## src/rtl/fir_pkg.sv

```systemverilog
// Constants shared by the FIR filter, its sample feeder and their benches.
package fir_pkg;

  localparam int FIR_DW   = 8;
  localparam int FIR_TAPS = 4;

  typedef enum logic [1:0] {
    ST_IDLE  = 2'd0,
    ST_RUN   = 2'd1,
    ST_FLUSH = 2'd2
  } state_t;

endpackage

```

## src/rtl/fir_sample_fifo.sv

```systemverilog
// Small synchronous FIFO holding samples between the upstream producer and the feeder.
// clear wins over push and pop in the same cycle.
module fir_sample_fifo #(
  parameter int DW    = 8,
  parameter int DEPTH = 8,
  parameter int AW    = 3
) (
  input  logic          clk,
  input  logic          rst,
  input  logic          push,
  input  logic          pop,
  input  logic          clear,
  input  logic [DW-1:0] wdata,
  output logic [DW-1:0] rdata,
  output logic          full,
  output logic          empty,
  output logic [AW:0]   level
);

  logic [DW-1:0] mem [DEPTH];
  logic [AW-1:0] wptr;
  logic [AW-1:0] rptr;
  logic          do_push;
  logic          do_pop;

  assign full    = (level == (AW+1)'(DEPTH));
  assign empty   = (level == '0);
  assign do_push = push && !full && !clear;
  assign do_pop  = pop && !empty && !clear;
  assign rdata   = mem[rptr];

  always_ff @(posedge clk) begin
    if (do_push) mem[wptr] <= wdata;
  end

  always_ff @(posedge clk or negedge rst) begin
    if (!rst) begin
      wptr  <= '0;
      rptr  <= '0;
      level <= '0;
    end else if (clear) begin
      wptr  <= '0;
      rptr  <= '0;
      level <= '0;
    end else begin
      if (do_push) wptr <= wptr + AW'(1);
      if (do_pop)  rptr <= rptr + AW'(1);
      if (do_push && !do_pop)      level <= level + (AW+1)'(1);
      else if (do_pop && !do_push) level <= level - (AW+1)'(1);
    end
  end

endmodule

```

## src/rtl/fir_sample_feeder.sv

```systemverilog
// Feeds buffered samples to filterfir at a programmable rate, with a strobe per sample,
// and emits TAPS zeros on flush so the filter's delay line drains cleanly.
module fir_sample_feeder
  import fir_pkg::*;
#(
  parameter int DW    = FIR_DW,
  parameter int DEPTH = 8,
  parameter int AW    = 3,
  parameter int DIV_W = 8,
  parameter int TAPS  = FIR_TAPS
) (
  input  logic             clk,
  input  logic             rst,
  input  logic             enable,
  input  logic [DIV_W-1:0] div,
  input  logic             flush_req,
  input  logic [DW-1:0]    in_data,
  input  logic             in_valid,
  output logic             in_ready,
  output logic [DW-1:0]    x,
  output logic             x_stb,
  output logic             underrun,
  output logic             busy,
  output logic [AW:0]      level
);

  localparam int ZW = $clog2(TAPS + 1);

  state_t           state;
  state_t           next_state;
  logic [DIV_W-1:0] cnt;
  logic [DIV_W-1:0] div_q;
  logic [ZW-1:0]    zcnt;
  logic             period_end;
  logic             fire;
  logic             pop;
  logic             clear;
  logic             load_div;
  logic             clr_under;
  logic [DW-1:0]    head;
  logic             full;
  logic             empty;

  assign period_end = (state != ST_IDLE) && (cnt == div_q);
  assign in_ready   = !full && (state != ST_FLUSH);
  assign busy       = (state != ST_IDLE);

  fir_sample_fifo #(
    .DW    (DW),
    .DEPTH (DEPTH),
    .AW    (AW)
  ) u_fifo (
    .clk   (clk),
    .rst   (rst),
    .push  (in_valid && in_ready),
    .pop   (pop),
    .clear (clear),
    .wdata (in_data),
    .rdata (head),
    .full  (full),
    .empty (empty),
    .level (level)
  );

  always_ff @(posedge clk or negedge rst) begin
    if (!rst) state <= ST_IDLE;
    else      state <= next_state;
  end

  // load_div restarts the period and samples a fresh div; it happens on every state
  // entry into RUN/FLUSH and at every strobe.
  always_comb begin
    next_state = state;
    fire       = 1'b0;
    pop        = 1'b0;
    clear      = 1'b0;
    load_div   = 1'b0;
    clr_under  = 1'b0;
    case (state)
      ST_IDLE: begin
        if (flush_req) begin
          next_state = ST_FLUSH;
          clear      = 1'b1;
          load_div   = 1'b1;
        end else if (enable) begin
          next_state = ST_RUN;
          load_div   = 1'b1;
          clr_under  = 1'b1;
        end
      end
      ST_RUN: begin
        if (flush_req) begin
          next_state = ST_FLUSH;
          clear      = 1'b1;
          load_div   = 1'b1;
        end else if (!enable) begin
          next_state = ST_IDLE;
        end else if (period_end) begin
          fire     = 1'b1;
          pop      = !empty;
          load_div = 1'b1;
        end
      end
      ST_FLUSH: begin
        if (period_end) begin
          fire     = 1'b1;
          load_div = 1'b1;
          if (zcnt == ZW'(TAPS - 1)) next_state = enable ? ST_RUN : ST_IDLE;
        end
      end
      default: next_state = ST_IDLE;
    endcase
  end

  always_ff @(posedge clk or negedge rst) begin
    if (!rst) begin
      cnt   <= '0;
      div_q <= '0;
      zcnt  <= '0;
    end else begin
      if (load_div) begin
        cnt   <= '0;
        div_q <= div;
      end else if (state != ST_IDLE) begin
        cnt <= cnt + DIV_W'(1);
      end
      if (clear)                            zcnt <= '0;
      else if (fire && state == ST_FLUSH)   zcnt <= zcnt + ZW'(1);
    end
  end

  // An empty FIFO at a RUN strobe sends a zero rather than stalling the filter.
  always_ff @(posedge clk or negedge rst) begin
    if (!rst) begin
      x        <= '0;
      x_stb    <= 1'b0;
      underrun <= 1'b0;
    end else begin
      x_stb <= fire;
      if (fire) x <= (state == ST_RUN && !empty) ? head : '0;
      if (clr_under)                                  underrun <= 1'b0;
      else if (fire && state == ST_RUN && empty)      underrun <= 1'b1;
    end
  end

endmodule

```

## config.mk

```make
export PLATFORM = sky130hd
export DESIGN_NAME = fir_sample_feeder
export DESIGN_NICKNAME = d
export VERILOG_FILES = /design/src/rtl/fir_pkg.sv /design/src/rtl/fir_sample_fifo.sv /design/src/rtl/fir_sample_feeder.sv
export SDC_FILE = /design/constraint.sdc
export NUM_CORES = 1
export LEC_CHECK = 0
export CAP_MARGIN = 20
export CORE_MARGIN = 3
export CORE_UTILIZATION = 55
export CTS_BUF_LIST = sky130_fd_sc_hd__clkbuf_2 sky130_fd_sc_hd__clkbuf_4 sky130_fd_sc_hd__clkbuf_8
export CTS_CLUSTER_SIZE = 12
export DETAILED_ROUTE_END_ITERATION = 6
export PLACE_DENSITY = 0.82
export RECOVER_POWER = 100
export SYNTH_ARGS = -nofsm -noshare
export SYNTH_HDL_FRONTEND = slang
export SYNTH_HIERARCHICAL = 1
export SYNTH_SLANG_ARGS = --single-unit
export TNS_END_PERCENT = 30
```

## constraint.sdc

```tcl
create_clock -name clk -period 4.9 [get_ports clk]
set_input_delay 0.49 -clock clk [delete_from_list [all_inputs] [get_ports clk]]
set_output_delay 0.49 -clock clk [all_outputs]
set_load 0.03 [all_outputs]
```

==> flow_results.xml <==
<?xml version="1.0" encoding="UTF-8"?>
<metrics>
  <group name="worst_setup_path">
    <metric name="cp.required" unit="ns">5.18</metric>
    <metric name="worst_setup_path_startpoint" unit="">state[1]</metric>
    <metric name="crit_arrival" unit="ns">3.71</metric>
    <metric name="setup.reg_to_reg.worst_slack" unit="ns">1.47</metric>
    <metric name="critPathCapture" unit="">u_fifo/level[3]</metric>
    <metric name="worst_setup_path_end_kind" unit="">flop</metric>
    <metric name="worst_setup_path_start_kind" unit="">flop</metric>
    <metric name="rr_worst_depth" unit="">13</metric>
    <metric name="worstReg2RegStart" unit="">state[1]</metric>
    <metric name="crit-reg2reg-capture" unit="">u_fifo/level[3]</metric>
    <metric name="highest_fanout_seen_on_the_critical_path" unit="">9</metric>
    <metric name="critPathKind" unit="">flop to flop</metric>
  </group>
  <group name="clock_tree">
    <metric name="clk-insertion-delay-late" unit="ns">0.36</metric>
    <metric name="clkSinkCount" unit="">105</metric>
    <metric name="post-cts-setup-buffers" unit="">0</metric>
    <metric name="htree_num_levels" unit="">3</metric>
    <metric name="cts.reportedPaths.clkPinSlew" unit="ns">0.10</metric>
    <metric name="cts_hold_buf" unit="">0</metric>
    <metric name="clockRootBuffer" unit="">sky130_fd_sc_hd__clkbuf_8</metric>
    <metric name="cts_tree" unit="">yes</metric>
    <metric name="cts_made_buffers" unit="">9</metric>
    <metric name="cts_repair_resize_count" unit="">0</metric>
    <metric name="cts_buffer_depth" unit="">2</metric>
  </group>
  <group name="pwr">
    <metric name="ir_drop" unit="mV">0.172</metric>
    <metric name="power.density_cell_area" unit="nW/um^2">445</metric>
    <metric name="p_leak" unit="nW">1.99</metric>
  </group>
  <group name="route">
    <metric name="vias_per_cell" unit="">5.66</metric>
    <metric name="dr.first_iter.drc_count" unit="">93</metric>
    <metric name="drt_pass1_iterations" unit="">4</metric>
    <metric name="detail_route.drc_violations" unit="">0</metric>
    <metric name="detailroute.via_count" unit="">2721</metric>
    <metric name="route.antenna.remaining_nets" unit="">0</metric>
    <metric name="routed_wire_length_per_instance" unit="microns">18.1</metric>
    <metric name="detail_route.wirelength" unit="microns">8700</metric>
  </group>
  <group name="floorplanning">
    <metric name="rows" unit="">33</metric>
    <metric name="floorplan.die.height" unit="microns">99.6</metric>
    <metric name="start_util" unit="%">57.5</metric>
    <metric name="die-area" unit="sq um">9930</metric>
    <metric name="design.portCount" unit="">37</metric>
    <metric name="die-width" unit="microns">99.6</metric>
    <metric name="coreArea" unit="sq um">8380</metric>
  </group>
  <group name="global_route">
    <metric name="globalRouteTotalUtil" unit="%">18.7</metric>
    <metric name="number_of_antenna_violations_at_the_first_check_in_global_routing" unit="">0</metric>
    <metric name="first_global_vias" unit="">2749</metric>
    <metric name="grt_max_degree" unit="">42</metric>
    <metric name="globalRoute.totalOverflow" unit="">0</metric>
    <metric name="grt_pass1_wl" unit="microns">14300</metric>
  </group>
  <group name="timing">
    <metric name="setup_tns" unit="ns">0</metric>
    <metric name="fin_crit" unit="ns">3.43</metric>
    <metric name="skew" unit="ns">0.0121</metric>
    <metric name="slew-limit-headroom" unit="%">-47.0</metric>
    <metric name="layout_worst_path_cycle_share" unit="%">70.0</metric>
    <metric name="tightestPinTransition" unit="ns">2.21</metric>
    <metric name="slew_violations" unit="">42</metric>
    <metric name="hold_viol" unit="">0</metric>
    <metric name="final-setup-viol-count" unit="">0</metric>
    <metric name="fmax" unit="MHz">291</metric>
    <metric name="unrepaired_setup_endpoints_after_global_routing" unit="">false</metric>
  </group>
  <group name="synthesis">
    <metric name="synth-warning-count" unit="">6</metric>
    <metric name="async_set_reset_flop_share_out_of_synthesis" unit="%">39.0</metric>
    <metric name="synth.ff_latch_count" unit="">105</metric>
    <metric name="synthDistinctLibCells" unit="">53</metric>
    <metric name="synth_fp_nets" unit="">362</metric>
    <metric name="synth_cells" unit="">329</metric>
    <metric name="ys_dominant_reg_cell" unit="">sky130_fd_sc_hd__edfxtp_1</metric>
    <metric name="synth_edf_count" unit="">64</metric>
    <metric name="mappedNetlistArea" unit="sq um">4820</metric>
    <metric name="synth_seq_area_share" unit="%">61.1</metric>
    <metric name="syn_area_per_cell" unit="sq um">14.7</metric>
  </group>
  <group name="finish">
    <metric name="number_of_antenna_diodes" unit="">0</metric>
    <metric name="fillers" unit="">596</metric>
    <metric name="design_area" unit="sq um">5400</metric>
    <metric name="areaGrowthSynthToFinish" unit="%">12.0</metric>
    <metric name="ratio_of_cells_with_drive_above_1_in_the_final_layout" unit="%">14.9</metric>
    <metric name="finalNetCount" unit="">404</metric>
  </group>
  <group name="flow_run">
    <metric name="cap_violations" unit="">1</metric>
  </group>
  <group name="placed_design">
    <metric name="finalWeightedCongestion" unit="">0.862</metric>
    <metric name="placed_cell_area" unit="sq um">5270</metric>
    <metric name="numPortBuffers" unit="">36</metric>
    <metric name="dpl.hpwl" unit="microns">5920</metric>
  </group>
  <group name="status">
    <metric name="violated_checks" unit="">capacitance limit, slew limit</metric>
    <metric name="status" unit="">finished, violations left</metric>
  </group>
  <group name="worst_hold_path">
    <metric name="hold_path.startpoint" unit="">x[2]</metric>
    <metric name="timing.hold.worst.class" unit="">flop to flop</metric>
  </group>
</metrics>
## how the worst min path moves through the flow
stage,endpoint,depth (start not counted)
6_report,x[2],2
5_1_grt,x[0],2
4_1_cts,div_q[2],1
3_5_place_dp,x[2],2
3_3_place_gp,x[6],2
2_1_floorplan,cnt[0],0
## kinds of logic (layout without fill, tap and decap cells)
family / Yosys count / after routing / synth area share [%]
buffers and inverters: 30 / 77 / 3.22
AOI/OAI and AO/OA: 26 / 26 / 4.90
adders and majority gates: 12 / 12 / 3.27
and+or+nand+nor: 89 / 89 / 9.36
muxes: 46 / 46 / 14.3
DFF: 105 / 105 / 61.1
xor gates and xnor gates: 21 / 21 / 3.81
## placed cells by master (no fill, tap or decap), types with 3 or more instances in the layout
master / Yosys / layout
sky130_fd_sc_hd__mux2i_1: 12 / 12
sky130_fd_sc_hd__nand2_1: 22 / 22
sky130_fd_sc_hd__nand2b_1: 7 / 8
sky130_fd_sc_hd__xnor2_1: 5 / 5
sky130_fd_sc_hd__clkbuf_1: 2 / 7
sky130_fd_sc_hd__a21oi_1: 8 / 9
sky130_fd_sc_hd__mux2_2: 15 / 17
sky130_fd_sc_hd__nor3_1: 9 / 9
sky130_fd_sc_hd__inv_6: 0 / 5
sky130_fd_sc_hd__dlygate4sd3_1: 0 / 24
sky130_fd_sc_hd__dfrtp_1: 41 / 41
sky130_fd_sc_hd__nor2b_1: 3 / 3
sky130_fd_sc_hd__clkdlybuf4s50_1: 0 / 11
sky130_fd_sc_hd__mux4_2: 16 / 16
sky130_fd_sc_hd__ha_1: 11 / 11
sky130_fd_sc_hd__edfxtp_1: 64 / 64
sky130_fd_sc_hd__clkbuf_8: 1 / 9
sky130_fd_sc_hd__inv_1: 16 / 17
sky130_fd_sc_hd__nand3_1: 6 / 6
sky130_fd_sc_hd__nor4_1: 3 / 4
sky130_fd_sc_hd__nor2_1: 25 / 26
sky130_fd_sc_hd__xor2_1: 16 / 16
## registers in the layout, summed over array words and instances, names as in the netlist
register      cells
u_fifo/mem       64
state             2
zcnt              3
div_q             8
x_stb             1
cnt               8
u_fifo/level      4
u_fifo/rptr       3
x                 8
u_fifo/wptr       3
underrun          1
## where the power goes
| group | internal [mW] | switching [mW] | total [mW] |
|---|---|---|---|
| Clock | 0.199 | 0.310 | 0.508 |
| Sequential | 1.07 | 0.105 | 1.17 |
| Combinational | 0.296 | 0.429 | 0.724 |
## per-layer routing
metal | GRT usage (%) | part of all wire, % | vias up
li1 | - | - | 1286
met1 | 25.5 | 41 | 1338
met2 | 30.3 | 51 | 85
met3 | 4.21 | 5.9 | 12
met4 | 5.78 | 1.5 | 0
met5 | 0 | 0 | -
## cell type report
| cell class | count | area (sq um) | share of cell area (%) |
|---|---|---|---|
| well taps | 105 | 131 | 2.43 |
| clock buffers | 9 | 124 | 2.29 |
| flip-flops and latches | 105 | 2950 | 54.6 |
| multi-input cells | 194 | 1660 | 30.8 |
| inverters | 18 | 68.8 | 1.27 |
| repair buffers | 43 | 404 | 7.48 |
| clock inverters | 7 | 63.8 | 1.18 |
## cells in the mapped netlist (all sizes together), types with 2 or more instances
library cell	instances	area [sq um]
buf	9	65.1
nand2b	8	52.6
clkbuf	3	21.3
xnor2	5	43.8
edfxtp	64	1920
a21o	2	15.0
a311oi	2	41.3
a21oi	9	56.3
and2	3	18.8
nor2	26	100
and3	2	12.5
mux2	18	210
mux2i	12	120
dfrtp	41	1030
o21a	2	15.0
nand3	6	30.0
ha	11	138
xor2	16	140
nand2	23	93.8
inv	17	63.8
nor2b	3	18.8
mux4	16	360
a211oi	2	15.0
nor3	9	45.0
nor4	5	43.8
## worst max-delay path: stages (launching register included)
cell                        delay (ns)
sky130_fd_sc_hd__dfrtp_1          0.41
sky130_fd_sc_hd__inv_1            0.10
sky130_fd_sc_hd__ha_1             0.27
sky130_fd_sc_hd__inv_1            0.08
sky130_fd_sc_hd__nor2_1           0.54
sky130_fd_sc_hd__nand2_1          0.11
sky130_fd_sc_hd__nor2_1           0.33
sky130_fd_sc_hd__o41ai_1          0.26
sky130_fd_sc_hd__nand2_4          0.13
sky130_fd_sc_hd__ha_1             0.23
sky130_fd_sc_hd__a21o_1           0.18
sky130_fd_sc_hd__a2111oi_0        0.52
sky130_fd_sc_hd__a311oi_2         0.10
sky130_fd_sc_hd__o31ai_2          0.08
## per-stage QoR
step	worst slack, ns	utilization [%]	hold WS (ns)	std cells	power, mW
finish	1.47	64.4	0.529	481	2.40
global route	1.13	64.4	0.553	481	2.55
CTS	1.48	65.1	0.273	480	2.48
detailed placement	1.50	62.9	0.514	464	1.97
global placement	1.69	62.9	0.503	464	1.94
floorplan	1.61	-	0.194	329	1.76
Power figures use the tool's default switching activity.
